## src/rtl/rr_arb4.sv

```systemverilog
// rr_arb4 -- four-source round-robin arbiter driving a 4:1 data mux.
//
// A winner is picked in IDLE by searching req_i starting at the priority
// pointer, registered into sel_o/gnt_o, and held for a burst of up to
// MAX_BURST accepted transfers. A grant ends early when the owner drops
// its request. Every release is followed by one IDLE cycle before the next
// grant, and the pointer moves to the source after the one just served.
//
// Ports
//   clk_i    in   clock, all state on rising edge
//   rst_i    in   synchronous active-high reset
//   req_i    in   [3:0] per-source requests, bit n selects mux input xn
//   ready_i  in   downstream accepts the mux output this cycle
//   sel_o    out  [1:0] mux select, index of the granted source
//   gnt_o    out  [3:0] one-hot grant, zero outside GRANT
//   valid_o  out  mux output valid (GRANT and owner still requesting)
//
// state  | meaning
// IDLE   | no owner; arbitrate on req_i at the next edge
// GRANT  | source sel_o owns the mux until withdraw or burst limit

module rr_arb4 #(
  parameter int unsigned MAX_BURST = 4
) (
  input  logic       clk_i,
  input  logic       rst_i,
  input  logic [3:0] req_i,
  input  logic       ready_i,
  output logic [1:0] sel_o,
  output logic [3:0] gnt_o,
  output logic       valid_o
);

  localparam int unsigned CNT_W = $clog2(MAX_BURST + 1);
  localparam logic [CNT_W-1:0] LAST_CNT = CNT_W'(MAX_BURST - 1);

  localparam logic [0:0] ST_IDLE  = 1'b0;
  localparam logic [0:0] ST_GRANT = 1'b1;

  logic [0:0]       state_q, state_d;
  logic [1:0]       ptr_q, ptr_d;
  logic [1:0]       sel_q, sel_d;
  logic [3:0]       gnt_q, gnt_d;
  logic [CNT_W-1:0] cnt_q, cnt_d;

  logic [1:0] win_idx;
  logic       win_found;
  logic       owner_req;
  logic       xfer;
  logic       release_grant;

  // First requesting source in the order ptr, ptr+1, ptr+2, ptr+3; the
  // 2-bit add wraps naturally modulo 4.
  always_comb begin : winner_search
    logic [1:0] cand;
    cand      = '0;
    win_idx   = ptr_q;
    win_found = 1'b0;
    for (int k = 0; k < 4; k++) begin
      cand = ptr_q + 2'(k);
      if (!win_found && req_i[cand]) begin
        win_idx   = cand;
        win_found = 1'b1;
      end
    end
  end

  // Only the owner's request bit matters during GRANT; other bits are
  // looked at again only once the arbiter is back in IDLE.
  assign owner_req = req_i[sel_q];
  assign valid_o   = (state_q == ST_GRANT) & owner_req;
  assign xfer      = valid_o & ready_i;

  // The count is compared before incrementing, so it tops out at
  // MAX_BURST-1 and the MAX_BURST-th transfer triggers the release.
  assign release_grant = (state_q == ST_GRANT) &
                         (~owner_req | (xfer & (cnt_q == LAST_CNT)));

  always_comb begin : next_state
    state_d = state_q;
    ptr_d   = ptr_q;
    sel_d   = sel_q;
    gnt_d   = gnt_q;
    cnt_d   = cnt_q;
    case (state_q)
      ST_IDLE: begin
        if (win_found) begin
          state_d = ST_GRANT;
          sel_d   = win_idx;
          gnt_d   = 4'b0001 << win_idx;
          cnt_d   = '0;
        end else begin
          gnt_d = 4'b0000;
        end
      end
      ST_GRANT: begin
        if (release_grant) begin
          state_d = ST_IDLE;
          ptr_d   = sel_q + 2'd1;
          gnt_d   = 4'b0000;
          cnt_d   = '0;
        end else if (xfer) begin
          cnt_d = cnt_q + CNT_W'(1);
        end
      end
      default: begin
        state_d = ST_IDLE;
        gnt_d   = 4'b0000;
        cnt_d   = '0;
      end
    endcase
  end

  always_ff @(posedge clk_i) begin
    if (rst_i) begin
      state_q <= ST_IDLE;
      ptr_q   <= 2'd0;
      sel_q   <= 2'd0;
      gnt_q   <= 4'b0000;
      cnt_q   <= '0;
    end else begin
      state_q <= state_d;
      ptr_q   <= ptr_d;
      sel_q   <= sel_d;
      gnt_q   <= gnt_d;
      cnt_q   <= cnt_d;
    end
  end

  assign sel_o = sel_q;
  assign gnt_o = gnt_q;

endmodule

```

## config.mk

```make
export PLATFORM = sky130hd
export DESIGN_NAME = rr_arb4
export DESIGN_NICKNAME = d
export VERILOG_FILES = /design/src/rtl/rr_arb4.sv
export SDC_FILE = /design/constraint.sdc
export NUM_CORES = 1
export LEC_CHECK = 0
export CAP_MARGIN = 20
export CELL_PAD_IN_SITES_DETAIL_PLACEMENT = 1
export CELL_PAD_IN_SITES_GLOBAL_PLACEMENT = 2
export CORE_UTILIZATION = 29
export CTS_BUF_LIST = sky130_fd_sc_hd__clkbuf_8
export DETAILED_ROUTE_END_ITERATION = 12
export PLACE_DENSITY_LB_ADDON = 0.12
export SYNTH_ARGS = -nofsm -noshare
export SYNTH_HDL_FRONTEND = slang
export SYNTH_SLANG_ARGS = --single-unit
```

## constraint.sdc

```tcl
create_clock -name clk_i -period 2.3 [get_ports clk_i]
set_input_delay 0.575 -clock clk_i [delete_from_list [all_inputs] [get_ports clk_i]]
set_output_delay 0.575 -clock clk_i [all_outputs]
set_load 0.02 [all_outputs]
```

== After elaboration in Yosys (flattened, before gate mapping) ==
Index checks and enable logic that the tools add are counted.
Widths: inputs -> output; s select.

* Flip-flop bits (word level): 12
* Logic and storage cells: 63
* Input port bits: 7

* Bitwise logic cells: 7
* Shift-type cells: 1
* Mux-type cells: 27
* $add $sub $neg: 5
* Magnitude comparators: 5
* Eq/ne operators: 4
* Reduce and logical (&&, ||, !) cells: 9

{| class="wikitable"
|+ Operators by type and width
! kind !! number
|-
| $lt 2x3->1 const B || 5
|-
| $mux 1 || 11
|-
| $bmux 1 s2 || 5
|-
| $mux 3 || 3
|-
| $mux 4 || 2
|-
| $pmux 4 s2 || 1
|-
| $mux 2 || 3
|-
| $pmux 3 s2 || 1
|-
| $reduce_and 2->1 || 3
|-
| $add 2x1->2 const B || 2
|-
| $add 2x2->2 const B || 2
|-
| $and 1x1->1 || 4
|-
| $shl 1x2->4 const A || 1
|-
| $add 3x1->3 const B || 1
|-
| $eq 3x2->1 const B || 1
|-
| $logic_and 1x1->1 || 3
|-
| $logic_not 1->1 || 3
|-
| $ne 3x1->1 const B || 1
|-
| $ne 2x1->1 const B || 1
|-
| $ne 2x2->1 const B || 1
|-
| $not 1->1 || 2
|-
| $pmux 1 s2 || 1
|-
| $or 1x1->1 || 1
|}

== Logic depth before layout (Yosys ltp) ==
Gate-level depths: netlist of run 1.

* Depth in word-level cells: 15
* Mapped depth: 8
* Depth with buffers taken out: 7

== Worst setup path before layout of run 1 ==
OpenSTA, ideal clock, no wires.

* Path type: flip-flop to flip-flop
* From: register sel_q[0], in the netlist sel_o[0]
* To: register cnt_q[2]
* Setup slack: 0.277 ns
* Arrival time: 1.953 ns
* Cell stages (with the launch flop): 6
* Path through: dfxtp_1 > mux4_2 > and2_4 > a21o_1 > or3b_1 > a21oi_1

* Cells in the longest elaborated chain, start to end: 9

{| class="wikitable"
|+ RTL lines
! what !! RTL line !! text
|-
| start, declared || 42 || <nowiki>logic [1:0] sel_q, sel_d;</nowiki>
|-
| start signal, assigned || 124 || <nowiki>sel_q <= sel_d;</nowiki>
|-
| $bmux 1 s2 (*) || 70 || <nowiki>assign owner_req = req_i[sel_q];</nowiki>
|-
| $mux 1 (not written as such) (*) || 70 ||
|-
| $and 1x1->1 (*) || 71 || <nowiki>assign valid_o = (state_q == ST_GRANT) & owner_req;</nowiki>
|-
| net valid_o || 31 || <nowiki>output logic valid_o</nowiki>
|-
| $and 1x1->1 (*) || 72 || <nowiki>assign xfer = valid_o & ready_i;</nowiki>
|-
| $and 1x1->1 || 77 || <nowiki>(~owner_req | (xfer & (cnt_q == LAST_CNT)));</nowiki>
|-
| $or 1x1->1 || 77 ||
|-
| $and 1x1->1 || 76 || <nowiki>assign release_grant = (state_q == ST_GRANT) &</nowiki>
|-
| $mux 3 or $ne 3x1->1 (tied branches) || - ||
|-
| $pmux 3 s2 or $reduce_and 2->1 (tied branches) || - ||
|-
| end signal, assigned || 126 || <nowiki>cnt_q <= cnt_d;</nowiki>
|-
| end, declared || 44 || <nowiki>logic [CNT_W-1:0] cnt_q, cnt_d;</nowiki>
|}

Mark *: on every way through the listed nets, which the timed path passes. The rest lies on a longest branch. The select of a mux whose other input is x is not followed.
A chain may end at the register's enable or synchronous reset.

== Worst setup path in the final report of run 1 ==
* From: input req_i[3]
* To: output valid_o

* Cells in the longest elaborated chain, start to end: 3

{| class="wikitable"
|+ RTL lines
! what !! RTL line !! text
|-
| start, declared || 27 || <nowiki>input logic [3:0] req_i,</nowiki>
|-
| $bmux 1 s2 || 70 ||
|-
| $mux 1 (not written as such) || 70 ||
|-
| $and 1x1->1 || 71 ||
|-
| end, declared || 31 ||
|}

Every way passes these cells. The select of a mux whose other input is x is not followed.

==> results of run 1 <==
## worst paths after layout
check,end,slack (ns)
max,valid_o,0.08
min,cnt_q[2]$_SDFFE_PP0P_,0.45
max reg2reg,cnt_q[2]$_SDFFE_PP0P_,0.42
min reg2reg,cnt_q[2]$_SDFFE_PP0P_,0.45
## cells by family (layout without fill, tap and decap cells)
kind of cell	count (synthesis)	in the layout	synth area share [%]
AOI/OAI and AO/OA	20	20	20.0
buffers and inverters	6	32	3.63
adders and majority gates	2	2	4.03
DFF	12	12	38.7
muxes	2	2	5.24
and+or+nand+nor	32	32	27.0
xor gates and xnor gates	1	1	1.41
## cell type report
class                   count  area (um2)  share of cell area [%]
clock buffers               3        41.3                    4.56
well taps                  27        33.8                    3.73
multi-input cells          57         358                    39.6
inverters                   4        15.0                    1.66
flip-flops and latches     12         240                    26.6
repair buffers             25         216                    23.9
## layer usage
metal | vias up | GRT usage [%]
met4 | 0 | 6.67
met1 | 302 | 19.9
met5 | - | 0
li1 | 316 | -
met2 | 4 | 25.6
met3 | 0 | 4.44
## synth_stat cells
master | instances | area [um2]
a211o_1 | 1 | 8.76
a211oi_1 | 1 | 7.51
a21boi_0 | 1 | 7.51
a21o_1 | 1 | 7.51
a21oi_1 | 9 | 45.0
a32oi_1 | 1 | 8.76
and2_4 | 1 | 8.76
and3_2 | 1 | 7.51
clkbuf_1 | 2 | 7.51
dfxtp_1 | 12 | 240
ha_1 | 2 | 25.0
inv_1 | 4 | 15.0
mux2i_1 | 1 | 10.0
mux4_2 | 1 | 22.5
nand2_1 | 11 | 41.3
nand3b_1 | 2 | 15.0
nor2_1 | 6 | 22.5
nor2b_1 | 4 | 25.0
nor3_1 | 2 | 10.0
nor4_1 | 1 | 6.26
o211a_1 | 1 | 10.0
o21ai_0 | 4 | 20.0
o41ai_1 | 1 | 8.76
or2_1 | 1 | 6.26
or3b_1 | 2 | 17.5
or4_1 | 1 | 7.51
xnor2_1 | 1 | 8.76
## through the flow
stage / cells / TNS, ns / setup WS (ns)
after CTS: 128 / 0 / 0.0884
after detailed placement: 125 / -1.04 / -0.508
after floorplan: 75 / 0 / 0.277
final: 128 / 0 / 0.0823
after global placement: 125 / -0.816 / -0.476
after global routing: 128 / 0 / 0.0629
## power by group
group | leakage (nW) | total, mW | internal [mW] | switching [mW]
sequential | 0.0982 | 0.238 | 0.224 | 0.0143
clock | 0.0216 | 0.187 | 0.115 | 0.0723
combinational | 0.249 | 0.145 | 0.0770 | 0.0684
total | 0.369 | 0.571 | 0.416 | 0.155
## critical path, stage by stage
cell and delay [ns]:
dlygate4sd2_1 0.25, mux4_2 0.51, and2_4 0.19, buf_6 0.12
## repair_timing
| item | 4_1_cts | 5_1_grt |
|---|---|---|
| setup endpoints to repair | 1 | 0 |
| gates resized for setup | 10 | 0 |
| hold buffers | 0 | 0 |
## state kept, by name, summed over array words and instances, names as in the netlist
| name | flops |
|---|---|
| gnt_o | 4 |
| cnt_q | 3 |
| ptr_q | 2 |
| sel_o | 2 |
| state_q | 1 |
==> run metrics, run 1 <==
status=complete, no violations; kind of critical path=in2out; CP Launch Type=input pin; Req. time, crit path=1.73 ns; DP Area=867 um2; post-DP HPWL=1.29 mm; worst skew pair latency=0.23 ns; Die Y=48.3 um; I/O pin cnt=14; Final Slew Violations=0; vias after detailed routing=622; postcts setup bufs=0; Cells after Synth=75; drt pass-1 iters=3; Worst Skew=0.000742 ns; slew at the pin with the worst max-slew slack=0.473 ns; Initial Util=31.3%; Yosys reg bits=12; Final GP Congestion=0.784; Final Cell Area=905 um2; type of the tightest min-delay check=reg2reg; hold depth=2; maxcap violations=0; power density cells=631 nW/um2; CTS clk-pin slew, worst paths=0.05 ns; share of layout cells above drive strength 1=18.8%; DR top layer=met3; critical-path maximum fanout=3; final net count=112; Reg-to-Reg Start=sel_o[0]$_SDFFE_PP0P_; Crit path arrival time=1.64 ns; met1 wire length=767 um; Fmax achieved=451 MHz; Max transition margin=68.4%; Final ANT Viol Nets=0; vias in the first global route=559; Seq/Total Area, Yosys=38.7%; Synth Warn #=0; crit end category=primary output; die area=2330 um2; largest net degree at the start of global routing=13; Syn-to-layout area delta=45.8%; Overflow after GRT=0; final setup vio count=0; vias per cell=4.86; WHS=0.448 ns; commonest cells after routing, fill and taps aside=12 x dfxtp_1, 12 x buf_4, 11 x nand2_1; Site Rows=16; TritonCTS clock tree=yes; worst r2r path cells=5; core box area=1980 um2; DRC viols=0; H-tree depth=1; RSZ-0062 raised after global routing=no; DR WL/cell=12.5 um; die width=48.3 um; total CTS buffers=3; diode count=0; Total Wirelength=1.60 mm; wire length on met3=31 um; Port Buf Inserts=13; number of library cell types mapped by synthesis=27; routed wl met2=802 um; Total GRT Usage=15.9%; Final Power=571 uW; Mapped Area=621 um2; CTS Buffer Depth=2; Clock Tree Root=clkbuf_8; Final Hold Vio Count=0; syn_nets=84; final worst-path cycle share=96.4%; CTS Sinks=12; Synth Area per Inst=8.27 um2; first-pass GRT wire length=2.45 mm; utilization after layout=45.6%; filler cell count=243; fin crit period=2.22 ns; crit path from=req_i[3]; initial antenna violation count=0; 1st-iter DRT viols=3; Pleak=0.369 nW; Worst Hold Launch=cnt_q[2]$_SDFFE_PP0P_; Worst VDD drop=302 uV
(Power assumes the default switching activity.)
==> run 2: changes to the inputs <==
--- a/config.mk
+++ b/config.mk
@@ -12,6 +12,8 @@
 export CTS_BUF_LIST = sky130_fd_sc_hd__clkbuf_8
 export DETAILED_ROUTE_END_ITERATION = 12
 export PLACE_DENSITY_LB_ADDON = 0.12
+export SKIP_CTS_REPAIR_TIMING = 1
+export SLEW_MARGIN = 20
 export SYNTH_ARGS = -nofsm -noshare
 export SYNTH_HDL_FRONTEND = slang
 export SYNTH_SLANG_ARGS = --single-unit
==> run metrics, run 2 (synthesized netlist as in run 1, its figures left out) <==
filler cell count=240 (-1.2%); CTS Buffer Depth=2 (unchanged); Pleak=0.400 nW (+8.4%); vias in the first global route=563 (+0.72%); initial antenna violation count=0 (unchanged); Total Wirelength=1.62 mm (+1.4%); I/O pin cnt=14 (unchanged); Clock Tree Root=clkbuf_8; Clk pwr share=33.1% (+0.3 points); status=complete, no violations; Initial Util=31.3% (unchanged); first-pass GRT wire length=2.45 mm (unchanged); largest net degree at the start of global routing=13 (unchanged); DRC viols=0 (unchanged); slew at the pin with the worst max-slew slack=0.472 ns (-0.000834 ns); share of layout cells above drive strength 1=18.8% (unchanged); Port Buf Inserts=13 (unchanged); WHS=0.448 ns (+0.000344 ns); Final Slew Violations=0 (unchanged); total CTS buffers=3 (unchanged); Logic pwr share=25.6% (about the same); vias per cell=4.88 (+0.32%); worst skew pair latency=0.24 ns (about the same); 1st-iter DRT viols=2 (-1); DR WL/cell=12.7 um (+1.4%); CTS Sinks=12 (unchanged); Worst Skew=0.00350 ns (+0.00276 ns); diode count=0 (unchanged); type of the tightest min-delay check=reg2reg; placed cell count=125 (unchanged); CP Launch Type=input pin; Req. time, crit path=1.73 ns (about the same); Final Non-Filler Cells=128 (unchanged); crit end category=primary output; core box area=1980 um2 (unchanged); Die Y=48.3 um (unchanged); power density cells=626 nW/um2 (-0.90%); critical-path maximum fanout=3 (unchanged); final worst setup slack=0.192 ns (+0.110 ns); vias after detailed routing=624 (+0.32%); Largest register FFs=4 (unchanged); final worst-path cycle share=91.6% (-4.8 points); Final ANT Viol Nets=0 (unchanged); Crit path arrival time=1.53 ns (-0.11 ns); RSZ-0062 raised after global routing=no; final net count=112 (unchanged); post-DP HPWL=1.29 mm (unchanged); fin crit period=2.11 ns (-0.110 ns); Site Rows=16 (unchanged); kind of critical path=in2out; Total GRT Usage=15.9% (unchanged); H-tree depth=1 (unchanged); commonest cells after routing, fill and taps aside=12 x dfxtp_1, 12 x buf_4, 11 x nand2_1; Worst VDD drop=302 uV (about the same); post-place setup slack=-0.508 ns (unchanged); Reg power frac=41.4% (-0.3 points); CTS clk-pin slew, worst paths=0.05 ns (about the same); Final GP Congestion=0.784 (unchanged); Max transition margin=68.4% (about the same); switching fraction of total power=27.4% (+0.27 points); Syn-to-layout area delta=48.2%; maxcap violations=0 (unchanged); Final Hold Vio Count=0 (unchanged); Fmax achieved=474 MHz (+5.2%); utilization after layout=46.4% (+0.76 points); final setup TNS=0 ns (unchanged); final setup vio count=0 (unchanged); die area=2330 um2 (unchanged); Int Pwr=417 uW (+0.37%); Overflow after GRT=0 (unchanged); TritonCTS clock tree=yes; die width=48.3 um (unchanged); net switching power=158 uW (+1.7%); drt pass-1 iters=3 (unchanged)
## run 2: worst paths after layout
kind,start,to,slack (ns),cells after the start
setup / recovery,req_i[3],valid_o,0.19,4
hold / removal,cnt_q[2]$_SDFFE_PP0P_,cnt_q[2]$_SDFFE_PP0P_,0.45,2
setup reg to reg,sel_o[0]$_SDFFE_PP0P_,cnt_q[2]$_SDFFE_PP0P_,0.42,5
hold reg to reg,cnt_q[2]$_SDFFE_PP0P_,cnt_q[2]$_SDFFE_PP0P_,0.45,2
## run 2: per-stage QoR
stage | area [um2] | power [mW]
6_report | 920 | 0.575
5_1_grt | 920 | 0.603
4_1_cts | 908 | 0.583
3_5_place_dp | 867 | 0.391
3_3_place_gp | 867 | 0.388
2_1_floorplan | 621 | 0.316
## run 2: critical path: stages
cell            delay [ns]
dlymetal6s2s_1        0.14
mux4_2                0.51
and2_4                0.19
buf_6                 0.12
## run 2: cell type report
cell class | instances | area (um2) | share of cell area, %
tap | 27 | 33.8 | 3.67
inverter | 4 | 15.0 | 1.63
multi-input combinational | 57 | 358 | 38.9
clock buffer | 3 | 41.3 | 4.49
sequential | 12 | 240 | 26.1
timing repair buffer | 25 | 231 | 25.2
## run 2: layer usage
| metal | wire length [um] | GRT usage, % | part of all wire (%) |
|---|---|---|---|
| met1 | 782 | 19.6 | 48 |
| met2 | 809 | 25.9 | 50 |
| met3 | 31 | 4.44 | 1.9 |
| met4 | 0 | 6.67 | 0 |
| met5 | 0 | 0 | 0 |
## run 2: power by group through the flow
stage                     logic [mW]  clock network (mW)  registers, mW
after floorplan               0.0650                   0          0.251
after global placement         0.146                   0          0.242
after detailed placement       0.149                   0          0.242
after CTS                      0.149               0.196          0.238
after global routing           0.162               0.202          0.240
final                          0.147               0.190          0.238
==> run 3: changes to the inputs <==
--- a/config.mk
+++ b/config.mk
@@ -12,7 +12,6 @@
 export CTS_BUF_LIST = sky130_fd_sc_hd__clkbuf_8
 export DETAILED_ROUTE_END_ITERATION = 12
 export PLACE_DENSITY_LB_ADDON = 0.12
-export SKIP_CTS_REPAIR_TIMING = 1
 export SLEW_MARGIN = 20
 export SYNTH_ARGS = -nofsm -noshare
 export SYNTH_HDL_FRONTEND = slang
==> results of run 3 <==
Same layout as run 1: the final DEF is identical, and so are final timing and power.
